==> src/rtl/counter_seq_if.sv <==
// counter_seq_if: command-side and counter-side signals of the count sequencer.
interface counter_seq_if #(parameter int CNT_WIDTH = 7, parameter int DEPTH = 4);
  logic                   push_i;
  logic [CNT_WIDTH-1:0]   push_val_i;
  logic                   clr_i;
  logic                   done_i;
  logic                   start_o;
  logic [CNT_WIDTH-1:0]   cnt_val_o;
  logic                   full_o;
  logic                   empty_o;
  logic [$clog2(DEPTH):0] level_o;
  logic                   busy_o;
  logic                   seq_done_o;
  logic                   overflow_o;
  logic                   timeout_o;
  modport master (
    output push_i, push_val_i, clr_i, done_i,
    input  start_o, cnt_val_o, full_o, empty_o, level_o, busy_o, seq_done_o, overflow_o, timeout_o
  );
  modport slave (
    input  push_i, push_val_i, clr_i, done_i,
    output start_o, cnt_val_o, full_o, empty_o, level_o, busy_o, seq_done_o, overflow_o, timeout_o
  );
endinterface

==> src/rtl/counter_seq.sv <==
// counter_seq: queues count values and issues them one at a time to the counter,
// with a per-command watchdog and sticky overflow/timeout flags.
module counter_seq #(
    parameter int CNT_WIDTH = 7,
    parameter int DEPTH     = 4,
    parameter int TO_WIDTH  = 10
) (
    input logic clk,
    input logic rst,
    counter_seq_if.slave bus
);
    localparam int PW = $clog2(DEPTH);
    localparam int LW = PW + 1;

    typedef enum logic [1:0] {IDLE, ISSUE, WAIT} state_t;

    state_t               state;
    logic [CNT_WIDTH-1:0] mem [DEPTH];
    logic [PW-1:0]        wr, rd;
    logic [LW-1:0]        level;
    logic [TO_WIDTH-1:0]  wd;
    logic                 full, empty, push_ok, pop, to_hit;

    assign full    = level == LW'(DEPTH);
    assign empty   = level == '0;
    // a pop in the same cycle never makes room for a push into a full FIFO
    assign push_ok = bus.push_i && !full;
    assign pop     = state == ISSUE;
    assign to_hit  = state == WAIT && !bus.done_i && &wd;

    assign bus.full_o  = full;
    assign bus.empty_o = empty;
    assign bus.level_o = level;
    assign bus.busy_o  = state != IDLE;

    always_ff @(posedge clk)
        if (push_ok) mem[wr] <= bus.push_val_i;

    always_ff @(posedge clk or posedge rst) begin
        if (rst) begin
            state          <= IDLE;
            wr             <= '0;
            rd             <= '0;
            level          <= '0;
            wd             <= '0;
            bus.start_o    <= 1'b0;
            bus.cnt_val_o  <= '0;
            bus.seq_done_o <= 1'b0;
            bus.overflow_o <= 1'b0;
            bus.timeout_o  <= 1'b0;
        end else begin
            wr             <= wr + PW'(push_ok);
            rd             <= rd + PW'(pop);
            level          <= level + LW'(push_ok) - LW'(pop);
            bus.start_o    <= 1'b0;
            bus.seq_done_o <= 1'b0;
            bus.overflow_o <= (bus.push_i && full) || (bus.overflow_o && !bus.clr_i);
            bus.timeout_o  <= to_hit || (bus.timeout_o && !bus.clr_i);
            case (state)
                IDLE:
                    if (!empty) begin
                        state         <= ISSUE;
                        bus.start_o   <= 1'b1;
                        bus.cnt_val_o <= mem[rd];
                    end
                ISSUE: begin
                    state <= WAIT;
                    wd    <= '0;
                end
                WAIT:
                    if (bus.done_i && !empty) begin
                        state         <= ISSUE;
                        bus.start_o   <= 1'b1;
                        bus.cnt_val_o <= mem[rd];
                    end else if (bus.done_i) begin
                        state          <= IDLE;
                        bus.seq_done_o <= 1'b1;
                    end else if (to_hit) begin
                        state <= IDLE;
                    end else begin
                        wd <= wd + TO_WIDTH'(1);
                    end
                default: state <= IDLE;
            endcase
        end
    end
endmodule

==> src/flat_wrapper.sv <==
// flat-port wrapper written by rule: the top's interface ports become plain ports
module counter_seq_flat 
#(
    parameter int CNT_WIDTH = 7,
    parameter int DEPTH     = 4,
    parameter int TO_WIDTH  = 10
)
  (clk, rst, bus_push_i, bus_push_val_i, bus_clr_i, bus_done_i, bus_start_o, bus_cnt_val_o, bus_full_o, bus_empty_o, bus_level_o, bus_busy_o, bus_seq_done_o, bus_overflow_o, bus_timeout_o);
  counter_seq_if #(.CNT_WIDTH(CNT_WIDTH), .DEPTH(DEPTH)) bus_i ();
  input logic clk;
  input logic rst;
  input wire logic [$bits(bus_i.push_i)-1:0] bus_push_i;
  input wire logic [$bits(bus_i.push_val_i)-1:0] bus_push_val_i;
  input wire logic [$bits(bus_i.clr_i)-1:0] bus_clr_i;
  input wire logic [$bits(bus_i.done_i)-1:0] bus_done_i;
  output wire logic [$bits(bus_i.start_o)-1:0] bus_start_o;
  output wire logic [$bits(bus_i.cnt_val_o)-1:0] bus_cnt_val_o;
  output wire logic [$bits(bus_i.full_o)-1:0] bus_full_o;
  output wire logic [$bits(bus_i.empty_o)-1:0] bus_empty_o;
  output wire logic [$bits(bus_i.level_o)-1:0] bus_level_o;
  output wire logic [$bits(bus_i.busy_o)-1:0] bus_busy_o;
  output wire logic [$bits(bus_i.seq_done_o)-1:0] bus_seq_done_o;
  output wire logic [$bits(bus_i.overflow_o)-1:0] bus_overflow_o;
  output wire logic [$bits(bus_i.timeout_o)-1:0] bus_timeout_o;
  assign bus_i.push_i = bus_push_i;
  assign bus_i.push_val_i = bus_push_val_i;
  assign bus_i.clr_i = bus_clr_i;
  assign bus_i.done_i = bus_done_i;
  assign bus_start_o = bus_i.start_o;
  assign bus_cnt_val_o = bus_i.cnt_val_o;
  assign bus_full_o = bus_i.full_o;
  assign bus_empty_o = bus_i.empty_o;
  assign bus_level_o = bus_i.level_o;
  assign bus_busy_o = bus_i.busy_o;
  assign bus_seq_done_o = bus_i.seq_done_o;
  assign bus_overflow_o = bus_i.overflow_o;
  assign bus_timeout_o = bus_i.timeout_o;
  counter_seq #(.CNT_WIDTH(CNT_WIDTH), .DEPTH(DEPTH), .TO_WIDTH(TO_WIDTH)) u_core (.clk(clk), .rst(rst), .bus(bus_i));
endmodule
==> config.mk <==
export PLATFORM = sky130hd
export DESIGN_NAME = counter_seq_flat
export DESIGN_NICKNAME = d
export VERILOG_FILES = /design/src/rtl/counter_seq_if.sv /design/src/rtl/counter_seq.sv /design/src/flat_wrapper.sv
export SDC_FILE = /design/constraint.sdc
export NUM_CORES = 1
export LEC_CHECK = 0
export ABC_AREA = 1
export CORE_ASPECT_RATIO = 0.8
export CORE_MARGIN = 5
export CORE_UTILIZATION = 59
export DETAILED_ROUTE_END_ITERATION = 10
export HOLD_SLACK_MARGIN = 0.03
export PLACE_DENSITY = 0.94
export SLEW_MARGIN = 30
export SYNTH_ARGS = -nofsm -noshare
export SYNTH_HDL_FRONTEND = slang
export SYNTH_SLANG_ARGS = --single-unit
export TNS_END_PERCENT = 1
==> constraint.sdc <==
create_clock -name clk -period 5.4 [get_ports clk]
set_input_delay 0.81 -clock clk [delete_from_list [all_inputs] [get_ports clk]]
set_output_delay 0.81 -clock clk [all_outputs]
set_load 0.1 [all_outputs]
# Word-level counts from Yosys, hierarchy flattened
# Memory sizes are Yosys's and may differ from the RTL's.
# Index checks and enable logic that the tools add are counted.
[totals]
reg_bits = 30
latchBits = 0
ramBits = 28
mem_bits_ro = 0
inputBits = 12
out_inout_bits = 17
wordCells = 67
n_memories = 1
[classes]
addsub = 5
mul = 0
n_div = 0
magnitude_cmp = 0
eq_ne = 9
shifts = 0
n_mux = 20
bitwise = 0
reduce_logical = 22
[mem_list]
columns = ["name", "depth", "width", "rd", "rd_clocked_by_memory_dff", "wr", "line_no", "source"]
rows = [
  ["u_core.mem", 4, 7, 1, 0, 1, "counter_seq.sv:18", "logic [CNT_WIDTH-1:0] mem [DEPTH];"],
]
[op_table]
columns = ["operator", "count"]
rows = [
  ["$mux 10", 3],
  ["$pmux 10 s2", 1],
  ["$mux 7", 2],
  ["$pmux 7 s2", 1],
  ["$add 10x1->10 const B", 1],
  ["$ne 2x2->1 const B", 5],
  ["$reduce_and 10->1", 1],
  ["$mux 2", 4],
  ["$logic_and 1x1->1", 7],
  ["$mux 1", 7],
  ["$pmux 2 s3", 1],
  ["$reduce_bool 2->1", 3],
  ["$add 2x1->2", 2],
  ["$logic_not 1->1", 4],
  ["$ne 4x3->1 const B", 1],
  ["$reduce_and 4->1", 1],
  ["$add 3x1->3", 1],
  ["$eq 3x3->1 const B", 1],
  ["$logic_not 3->1", 1],
  ["$reduce_and 3->1", 1],
  ["$sub 3x1->3", 1],
  ["$eq 2x1->1 const B", 1],
  ["$eq 2x2->1 const B", 1],
  ["$logic_not 2->1", 1],
  ["3 further kinds", 4],
]

# Depth between registers and ports, before layout
# Gate-level depths: netlist of the first run.
[depth]
depth_word = 7
mapped_depth = 10
mapped_depth_nobuf = 10

# Worst setup path after synthesis of the first run
# OpenSTA, ideal clock, no wires.
[synth_path]
path_kind = "register to register"
startpoint = "register u_core.level[2], in the netlist u_core.bus.level_o[2]"
endpoint = "register u_core.level[2], in the netlist u_core.bus.level_o[2]"
arrival_ps = 4257
path_slack_ps = 1011
stages_incl_launch_ff = 9
path_cell_list = "dfrtp_1 > inv_1 > nor3_1 > nor2_1 > ha_1 > inv_1 > fa_1 > xnor2_1 > xor2_1"
[synth_between]
elab_chain_len = 5
[synth_rtl]
columns = ["item", "line_no", "source"]
rows = [
  ["start: declaration", "counter_seq.sv:20", "logic [LW-1:0] level;"],
  ["start signal: assignment", "counter_seq.sv:54", "level <= level + LW'(push_ok) - LW'(pop);"],
  ["$eq 3x3->1", "counter_seq.sv:24", "assign full = level == LW'(DEPTH);"],
  ["net bus_full_o", "flat_wrapper.sv:18", "output wire logic [$bits(bus_i.full_o)-1:0] bus_full_o;"],
  ["$logic_not 1->1", "counter_seq.sv:27", "assign push_ok = bus.push_i && !full;"],
  ["$logic_and 1x1->1", "counter_seq.sv:27", ""],
  ["$add 3x1->3", "counter_seq.sv:54", ""],
  ["$sub 3x1->3", "counter_seq.sv:54", ""],
]
# The timed path passes the listed nets, and every way through them passes these cells.
# A chain may end at the register's enable or synchronous reset.

# Worst setup path in the final report of the first run
[layout_path]
startpoint = "register u_core.level[2], in the netlist u_core.bus.level_o[2]"
endpoint = "output bus_full_o"
[layout_between]
elab_chain_len = 1
[layout_rtl]
columns = ["item", "line_no"]
rows = [
  ["$eq 3x3->1", "counter_seq.sv:24"],
  ["end: declaration", "flat_wrapper.sv:18"],
]
# Every way passes these cells.

==> key figures, run 1 <==
Route
  • WL final: 5.19 mm
  • Drt via density: 5.21
  • Pre-Repair DR Iteration Count: 4
  • DR top layer: met4
  • Met2 wire length: 2.36 mm
  • Initial DRC count: 110
  • Via count: 1,782
  • DRC Markers: 0
  • Remaining antenna violation count: 0
  • Met3 routed WL: 408 microns
  • Avg WL per Cell: 15.2 microns
  • Met1 WL: 2.36 mm

Final layout
  • Nets: 298
  • Area growth syn-to-layout: 20.4%
  • Number of diodes: 0
  • Commonest cells after routing, fill and taps aside: nand2_1, dfrtp_1, nor2_1
  • Post-layout util: 73.1%
  • Commonest non-fill, non-tap cell in the layout: nand2_1
  • Layout cells sized above 1: 9.82%

Timing
  • RSZ-0062 raised after global routing: false
  • Final hold vios: 0
  • Setup_tns: 0 ns
  • Clock skew: 0.0144 ns
  • Max-slew violations: 0
  • Final setup violation count: 0
  • Slew HR: 34.1%
  • Final min period: 3.06 ns
  • Slew @ Worst Pin: 0.986 ns
  • Achievable Freq: 0.327 GHz
  • Final worst slack: 2.34 ns
  • Tcrit/Tclk final: 56.7%

Place
  • Pre-CTS WS: 2.62 ns
  • Hpwl dp: 3.45 mm
  • GPL Wtd Cong: 0.780
  • Port Buffers: 28

Floorplanning
  • Core Area: 4150 sq um
  • Die ar.: 5690 sq um
  • Row Count: 21
  • Initial Util: 60.7%
  • Die W: 83.1 microns
  • IO Pins: 29
  • Die Ht: 68.5 microns

Min path
  • Worst hold path class: flop to flop

Flow run
  • Max_cap viols: 0

Critical path
  • Slowest-stage cell, CP: clkdlybuf4s50_1
  • Crit path largest cell delay: 1.20 ns
  • Crit path required time: 4.59 ns
  • Max Fanout on Critical Path: 3
  • Crit Path Class: flop to output port
  • CP endpoint kind: output port
  • CP Buf/Inv Count: 2
  • Type of origin of the critical path: flop
  • CP cell instances: inv_1, nor3_1, clkdlybuf4s50_1
  • Arr. time, crit path: 2.25 ns
  • Top delay family on crit path: buffers and inverters

Logic synthesis
  • Register area share after synthesis: 63.2%
  • Post-synthesis async set-or-reset flop share: 51.7%
  • Syn_nets: 263
  • Synth Area in Compound Gates: 6.90%
  • Warnings from Yosys: 0
  • Largest family of logic cells by synthesized area: simple AND/OR/NAND/NOR gates
  • Post-Synth Simple-Gate Area: 17.8%
  • Synthesis-stage register bit count: 58
  • Mapped cell area: 2520 sq um
  • Library cells used by synthesis: 26
  • Cells after Synth: 245
  • Adder-cell area share of the yosys netlist: 3.28%
  • Mux share of post-synthesis cell area: 0%
  • Post-synth EDFFs: 28
  • Post-synth top flop: dfrtp_1
  • Synth Area in XOR/XNOR: 2.78%
  • Syn_area_per_cell: 10.3 sq um

Clock network
  • Cts hold-fix bufs: 0
  • Clk pin slew, worst setup/hold paths: 0.06 ns
  • CTS tree: done
  • CTS sink cnt: 58
  • Clock Tree Buf Depth: 2
  • Post-CTS setup buffer count: 0
  • # resized after CTS: 0
  • Worst skew pair latency: 0.34 ns
  • TritonCTS Buffers: 9
  • CTS H-tree lvls: 3
  • Root Driver: clkbuf_8

Global route
  • First-pass GRT wire length: 8.44 mm
  • Vias in the first global route: 1,692
  • Initial antenna violation count: 0
  • Largest net degree at the start of global routing: 31
  • GR Overflow Total: 0
  • GRT Total Usage: 20.1%

Run status
  • Status: complete, no violations
stage by stage:
stage / std cells / hold slack (ns) / cell area (sq um)
finish: 342 / 0.477 / 3030
CTS: 342 / 0.482 / 3020
global placement: 326 / 0.464 / 2840
detailed placement: 326 / 0.467 / 2840
global route: 342 / 0.516 / 3030
floorplan: 245 / 0.485 / 2520
cells in the mapped netlist, types with 2 or more instances:
master,n,area [sq um]
nor2_1,29,109
o21ai_0,27,135
o21ai_1,2,10.0
inv_2,3,11.3
nand2_1,52,195
nor2_2,2,12.5
nand2_2,3,18.8
buf_2,3,15.0
edfxtp_1,28,841
dfrtp_1,30,751
nand3_1,11,55.1
inv_1,26,97.6
ha_1,5,62.6
nor3_1,6,30.0
xor2_1,7,61.3
state kept, by name, indices dropped and copies added (netlist names):
signal / count
u_core.mem: 28
u_core.wd: 10
u_core.bus.cnt_val_o: 7
u_core.bus.level_o: 3
u_core.rd: 2
u_core.state: 2
u_core.wr: 2
u_core.bus.overflow_o: 1
u_core.bus.seq_done_o: 1
u_core.bus.start_o: 1
u_core.bus.timeout_o: 1
routing by layer:
layer / vias to the layer above / GRT usage, %
li1: 867 / -
met1: 830 / 26.1
met2: 79 / 32.0
met3: 6 / 6.98
met4: 0 / 7.35
met5: - / 0
kinds of logic (layout without fill, tap and decap cells):
logic type | count (synthesis) | after routing
fa+ha+maj | 6 | 6
xor+xnor | 8 | 8
flops | 58 | 58
buf+inv | 35 | 75
compound gates | 32 | 32
simple gates | 106 | 106
area by class of cell:
class,count,area [sq um]
clock buffers,10,128
clock inverters,6,57.6
fillers,297,1120
inverters,30,113
multi-input cells,152,785
flip-flops and latches,58,1590
well taps,57,71.3
repair buffers,29,288
final timing paths:
kind | start | to | slack [ns] | depth (start not counted)
setup / recovery | u_core.bus.level_o[2] | bus_full_o | 2.34 | 3
hold / removal | u_core.bus.cnt_val_o[6] | u_core.bus.cnt_val_o[6] | 0.48 | 2
setup reg to reg | u_core.state[0] | u_core.bus.level_o[2] | 3.38 | 9
hold reg to reg | u_core.bus.cnt_val_o[6] | u_core.bus.cnt_val_o[6] | 0.48 | 2
max in group asynchronous | rst | u_core.wr[0] | 4.26 | 3
min in group asynchronous | rst | u_core.rd[1] | 0.85 | 3
worst min-delay path: cells and delay by family, from the launching register on:
family / cells / cell delay, ns
flip-flops: 1 / 0.34
AND/OR/NAND/NOR: 2 / 0.10
Power of run 1 is left out: the tool's default activity adds up to more than one toggle a clock period on the data nets, which glitch-free logic cannot reach.
==> run 2, diff against run 1 <==
--- a/config.mk
+++ b/config.mk
@@ -8,10 +8,10 @@
 export ABC_AREA = 1
 export CORE_ASPECT_RATIO = 0.8
 export CORE_MARGIN = 5
-export CORE_UTILIZATION = 59
+export CORE_UTILIZATION = 50
 export DETAILED_ROUTE_END_ITERATION = 10
 export HOLD_SLACK_MARGIN = 0.03
-export PLACE_DENSITY = 0.94
+export PLACE_DENSITY = 0.86
 export SLEW_MARGIN = 30
 export SYNTH_ARGS = -nofsm -noshare
 export SYNTH_HDL_FRONTEND = slang
==> constraint.sdc (replaced) <==
create_clock -name clk -period 2.5 [get_ports clk]
set_input_delay 0.375 -clock clk [delete_from_list [all_inputs] [get_ports clk]]
set_output_delay 0.375 -clock clk [all_outputs]
set_load 0.1 [all_outputs]
==> run 2 against run 1 <==
Hold slack got worse by 0.063 ns; register-to-register slack got worse by 2.9 ns; cell area increased by 0.99%; non-clock buffer count increased by 5; worst setup slack got worse by 1.8 ns; critical path type is now flop to flop.
==> key figures, run 2 (synthesized netlist as in run 1, its figures left out) <==
Timing
  • Final min period: 1.98 ns
  • Slew HR: 69.3%
  • Clock skew: 0.00625 ns
  • Final setup violation count: 0
  • Slew @ Worst Pin: 0.461 ns
  • Achievable Freq: 0.504 GHz
  • Tcrit/Tclk final: 79.3%
  • Final hold vios: 0
  • Setup_tns: 0 ns
  • RSZ-0062 raised after global routing: false
  • Max-slew violations: 0

Global route
  • Met2 Use GR: 24.9%
  • First-pass GRT wire length: 8.00 mm
  • M1 GR Usage: 23.1%
  • GR Overflow Total: 0
  • Vias in the first global route: 1,689
  • Largest net degree at the start of global routing: 31
  • GR Util met3: 6.28%
  • Top Usage Layer GRT: met2
  • GRT Total Usage: 17.0%
  • Initial antenna violation count: 0

Clock network
  • Root Driver: clkbuf_8
  • Clock Tree Buf Depth: 2
  • CTS H-tree lvls: 3
  • CTS sink cnt: 58
  • Cts hold-fix bufs: 0
  • # resized after CTS: 0
  • CTS tree: done
  • Clk pin slew, worst setup/hold paths: 0.07 ns
  • Post-CTS setup buffer count: 0
  • TritonCTS Buffers: 9
  • Worst skew pair latency: 0.34 ns

Min path
  • Worst hold path class: input port to async pin

Final layout
  • Area growth syn-to-layout: 21.5%
  • Commonest non-fill, non-tap cell in the layout: nand2_1
  • Layout cells sized above 1: 19.3%
  • Largest registers: u_core.mem x28, u_core.wd x10, u_core.bus.cnt_val_o x7
  • Final Instance Area: 3060 sq um
  • Nets: 303
  • Commonest cells after routing, fill and taps aside: nand2_1, nor2_1, edfxtp_1
  • Largest Register: u_core.mem
  • Post-layout util: 61.9%
  • Max reg flops: 28
  • Number of diodes: 0

Critical path
  • CP endpoint kind: flop
  • Worst R2R Start: u_core.state[0]
  • CP cell instances: inv_1, nor2_1, ha_1, inv_1, ha_1, inv_1, fa_1, xnor2_1, xor2_1
  • Crit path largest cell delay: 0.37 ns
  • Reg2Reg Capture Point: u_core.bus.level_o[2]
  • Crit path required time: 2.76 ns
  • Crit Path Class: flop to flop
  • R2R depth: 9
  • Cell mode on critical path: inv_1
  • Arr. time, crit path: 2.24 ns
  • R2R Setup Slk: 0.52 ns
  • Type of origin of the critical path: flop
  • Max Fanout on Critical Path: 3
  • Slowest-stage cell, CP: dfrtp_1

Place
  • Port Buffers: 28
  • GPL Wtd Cong: 0.849
  • Post-DP Area: 2860 sq um
  • Hpwl dp: 3.30 mm

Floorplanning
  • Row Count: 23
  • Die Ht: 73.5 microns
  • Core Area: 4950 sq um
  • Die ar.: 6570 sq um
  • Die W: 89.4 microns
  • IO Pins: 29
  • Initial Util: 50.9%

Route
  • Remaining antenna violation count: 0
  • Initial DRC count: 109
  • Pre-Repair DR Iteration Count: 4
  • Avg WL per Cell: 13.8 microns
  • Via count: 1,747
  • Drt via density: 4.96
  • DRC Markers: 0
  • WL final: 4.85 mm

Flow run
  • Max_cap viols: 0

Run status
  • Status: complete, no violations
## run 2: critical path: cells and delay by family (launching register included)
family / cells / cell delay, ns
adders and majority gates: 3 / 0.77
xor gates and xnor gates: 2 / 0.36
and+or+nand+nor: 1 / 0.20
buffers and inverters: 3 / 0.19
DFF: 1 / 0.37
## run 2: worst max-delay path by stage
stage | start | end | cells past startpoint
after floorplan | u_core.bus.level_o[2] | u_core.bus.level_o[2] | 8
after global placement | bus_push_i | u_core.bus.level_o[2] | 8
after detailed placement | bus_push_i | u_core.bus.level_o[2] | 8
after CTS | u_core.state[0] | u_core.bus.level_o[2] | 9
after global routing | u_core.state[0] | u_core.bus.level_o[2] | 9
final | u_core.state[0] | u_core.bus.level_o[2] | 9
## run 2: final cells by class
cell class                 instances  area [sq um]
multi-input combinational        152           788
sequential                        58          1600
fill                             397          1890
inverter                          30           113
tap                               62          77.6
timing repair buffer              34           283
clock inverter                     7          80.1
clock buffer                       9           124
## run 2: per-stage QoR
step	std cells	hold slack [ns]	setup slack [ns]
2_1_floorplan	245	0.466	0.0117
3_3_place_gp	336	0.464	0.483
3_5_place_dp	336	0.473	0.393
4_1_cts	352	0.420	0.501
5_1_grt	352	0.462	0.357
6_report	352	0.414	0.517
## run 2: per-layer routing
| metal | share of wire [%] | vias up |
|---|---|---|
| met5 | 0 | - |
| met4 | 1.6 | 0 |
| met3 | 6.2 | 8 |
| met2 | 45 | 42 |
| met1 | 47 | 822 |
| li1 | - | 875 |
Power of run 2 is left out for the same reason.
==> run 3, diff against run 2 <==
==> constraint.sdc (replaced) <==
create_clock -name clk -period 1.7 [get_ports clk]
set_input_delay 0.255 -clock clk [delete_from_list [all_inputs] [get_ports clk]]
set_output_delay 0.255 -clock clk [all_outputs]
set_load 0.1 [all_outputs]
==> run 3 against run 2 <==
The flow now finishes with violations (negative setup slack); non-clock buffer count grew 14; maximum frequency rose by 9.7%; register-to-register slack got worse by 0.62 ns; critical endpoint unchanged; highest routed layer unchanged.
==> key figures, run 3 (synthesized netlist as in run 1, its figures left out) <==
Place
  • GPL Wtd Cong: 0.756
  • Placed Cells: 348
  • Hpwl dp: 3.57 mm
  • Post-DP Area: 3170 sq um
  • Port Buffers: 28

Critical path
  • R2R depth: 8
  • Type of origin of the critical path: flop
  • Worst setup path start: u_core.bus.level_o[0]
  • CP endpoint kind: flop
  • Arr. time, crit path: 2.07 ns
  • Max Fanout on Critical Path: 2
  • Reg2Reg Capture Point: u_core.bus.level_o[2]
  • Crit Path Class: flop to flop
  • R2R Setup Slk: -0.11 ns
  • End point of the critical path: u_core.bus.level_o[2]
  • Worst R2R Start: u_core.bus.level_o[0]
  • Crit path required time: 1.97 ns

Timing
  • Tcrit/Tclk final: 106%
  • Final hold vios: 0
  • Final setup violation count: 3
  • Slew @ Worst Pin: 0.444 ns
  • RSZ-0062 raised after global routing: true
  • Final min period: 1.81 ns
  • Max-slew violations: 0
  • Slew HR: 70.4%
  • Final worst slack: -0.107 ns
  • Clock skew: 0.0116 ns
  • Achievable Freq: 0.553 GHz
  • Setup_tns: -0.239 ns

Floorplanning
  • Die ar.: 6570 sq um
  • IO Pins: 29
  • Die Ht: 73.5 microns
  • Core Area: 4950 sq um
  • Initial Util: 50.9%
  • Row Count: 23
  • Die W: 89.4 microns

Final layout
  • Area growth syn-to-layout: 36.8%
  • Final Instance Area: 3450 sq um
  • Final Non-Filler Cells: 366
  • Commonest cells after routing, fill and taps aside: nand2_1, edfxtp_1, nor2_1, o21ai_0, dfrtp_1
  • Post-layout util: 69.6%
  • Number of diodes: 0
  • Max reg flops: 28
  • Commonest non-fill, non-tap cell in the layout: nand2_1
  • Nets: 317
  • Layout cells sized above 1: 26.6%
  • Largest registers: u_core.mem x28, u_core.wd x10, u_core.bus.cnt_val_o x7
  • Largest Register: u_core.mem

Global route
  • Largest net degree at the start of global routing: 31
  • GRT Total Usage: 18.3%
  • GR Util met3: 6.17%
  • Initial antenna violation count: 0
  • M1 GR Usage: 24.3%
  • GR Overflow Total: 0
  • Top Usage Layer GRT: met2
  • Met2 Use GR: 27.6%
  • First-pass GRT wire length: 8.67 mm
  • Vias in the first global route: 1,831

Route
  • Via count: 1,839
  • Drt via density: 5.02
  • DRC Markers: 0
  • Avg WL per Cell: 14.3 microns
  • Initial DRC count: 163
  • WL final: 5.25 mm
  • Remaining antenna violation count: 0
  • Pre-Repair DR Iteration Count: 4

Run status
  • Failing checks: negative setup slack
  • Status: finished, violations left

Min path
  • Worst hold path class: input port to async pin

Flow run
  • Max_cap viols: 0

Power
  • Cell Pwr Density: 2160 nW/um^2
  • Peak supply drop: 0.00201 V
  • Leakage: 0.00151 uW

Clock network
  • Clk pin slew, worst setup/hold paths: 0.08 ns
  • CTS H-tree lvls: 3
  • CTS sink cnt: 58
  • CTS tree: done
  • Worst skew pair latency: 0.35 ns
  • Root Driver: clkbuf_8
  • Clock Tree Buf Depth: 2
  • TritonCTS Buffers: 9
## run 3: worst min path at each step
| stage | from | endpoint | slack [ns] | cells after the start |
|---|---|---|---|---|
| global route | rst | u_core.bus.cnt_val_o[1] | 0.33 | 3 |
| detailed placement | u_core.bus.cnt_val_o[4] | u_core.bus.cnt_val_o[4] | 0.53 | 2 |
| floorplan | rst | u_core.bus.cnt_val_o[0] | 0.35 | 1 |
| CTS | rst | u_core.rd[1] | 0.30 | 3 |
| finish | rst | u_core.rd[1] | 0.29 | 3 |
| global placement | u_core.wr[1] | u_core.wr[1] | 0.51 | 1 |
## run 3: worst max-delay path, cell delays in order, from the launching register on
cell and delay, ns:
dfrtp_4 0.49, inv_2 0.09, ha_4 0.21, inv_4 0.06, ha_4 0.12, inv_2 0.04, fa_2 0.40, xnor2_2 0.17
xor2_1 0.16
## run 3: power breakdown
group / internal [uW] / total [uW] / switching (uW)
Combinational: 1470 / 3990 / 2520
Sequential: 1890 / 2190 / 302
Clock: 684 / 1280 / 596
## run 3: stage by stage
stage	setup slack [ns]	hold slack, ns	total power (uW)
global placement	-0.184	0.508	5820
finish	-0.107	0.286	7460
CTS	-0.108	0.299	7310
global route	-0.202	0.332	7870
floorplan	-0.686	0.346	4520
detailed placement	-0.239	0.528	5960
## run 3: layout make-up
type / instances / area [sq um]
multi-input combinational: 152 / 840
fill: 330 / 1500
clock buffer: 9 / 124
tap: 62 / 77.6
inverter: 30 / 118
clock inverter: 7 / 80.1
sequential: 58 / 1600
timing repair buffer: 48 / 608
## run 3: per-layer routing
metal / vias up / wire, microns / part of all wire (%)
met4: 0 / 114 / 2.2
met3: 12 / 355 / 6.8
met2: 61 / 2540 / 48
met5: - / 0 / 0
met1: 860 / 2230 / 43
li1: 906 / - / -
## run 3: what timing repair did
| item | CTS | global route |
|---|---|---|
| endpoints found under the setup margin | 4 | 29 |
| gates resized for setup | 7 | 8 |
| pin swaps | 2 | 5 |
| setup buffers | 0 | 2 |
| hold buffers | 0 | 0 |
| gates cloned | 0 | 0 |
Note: power is estimated with default switching activity, not from simulation.
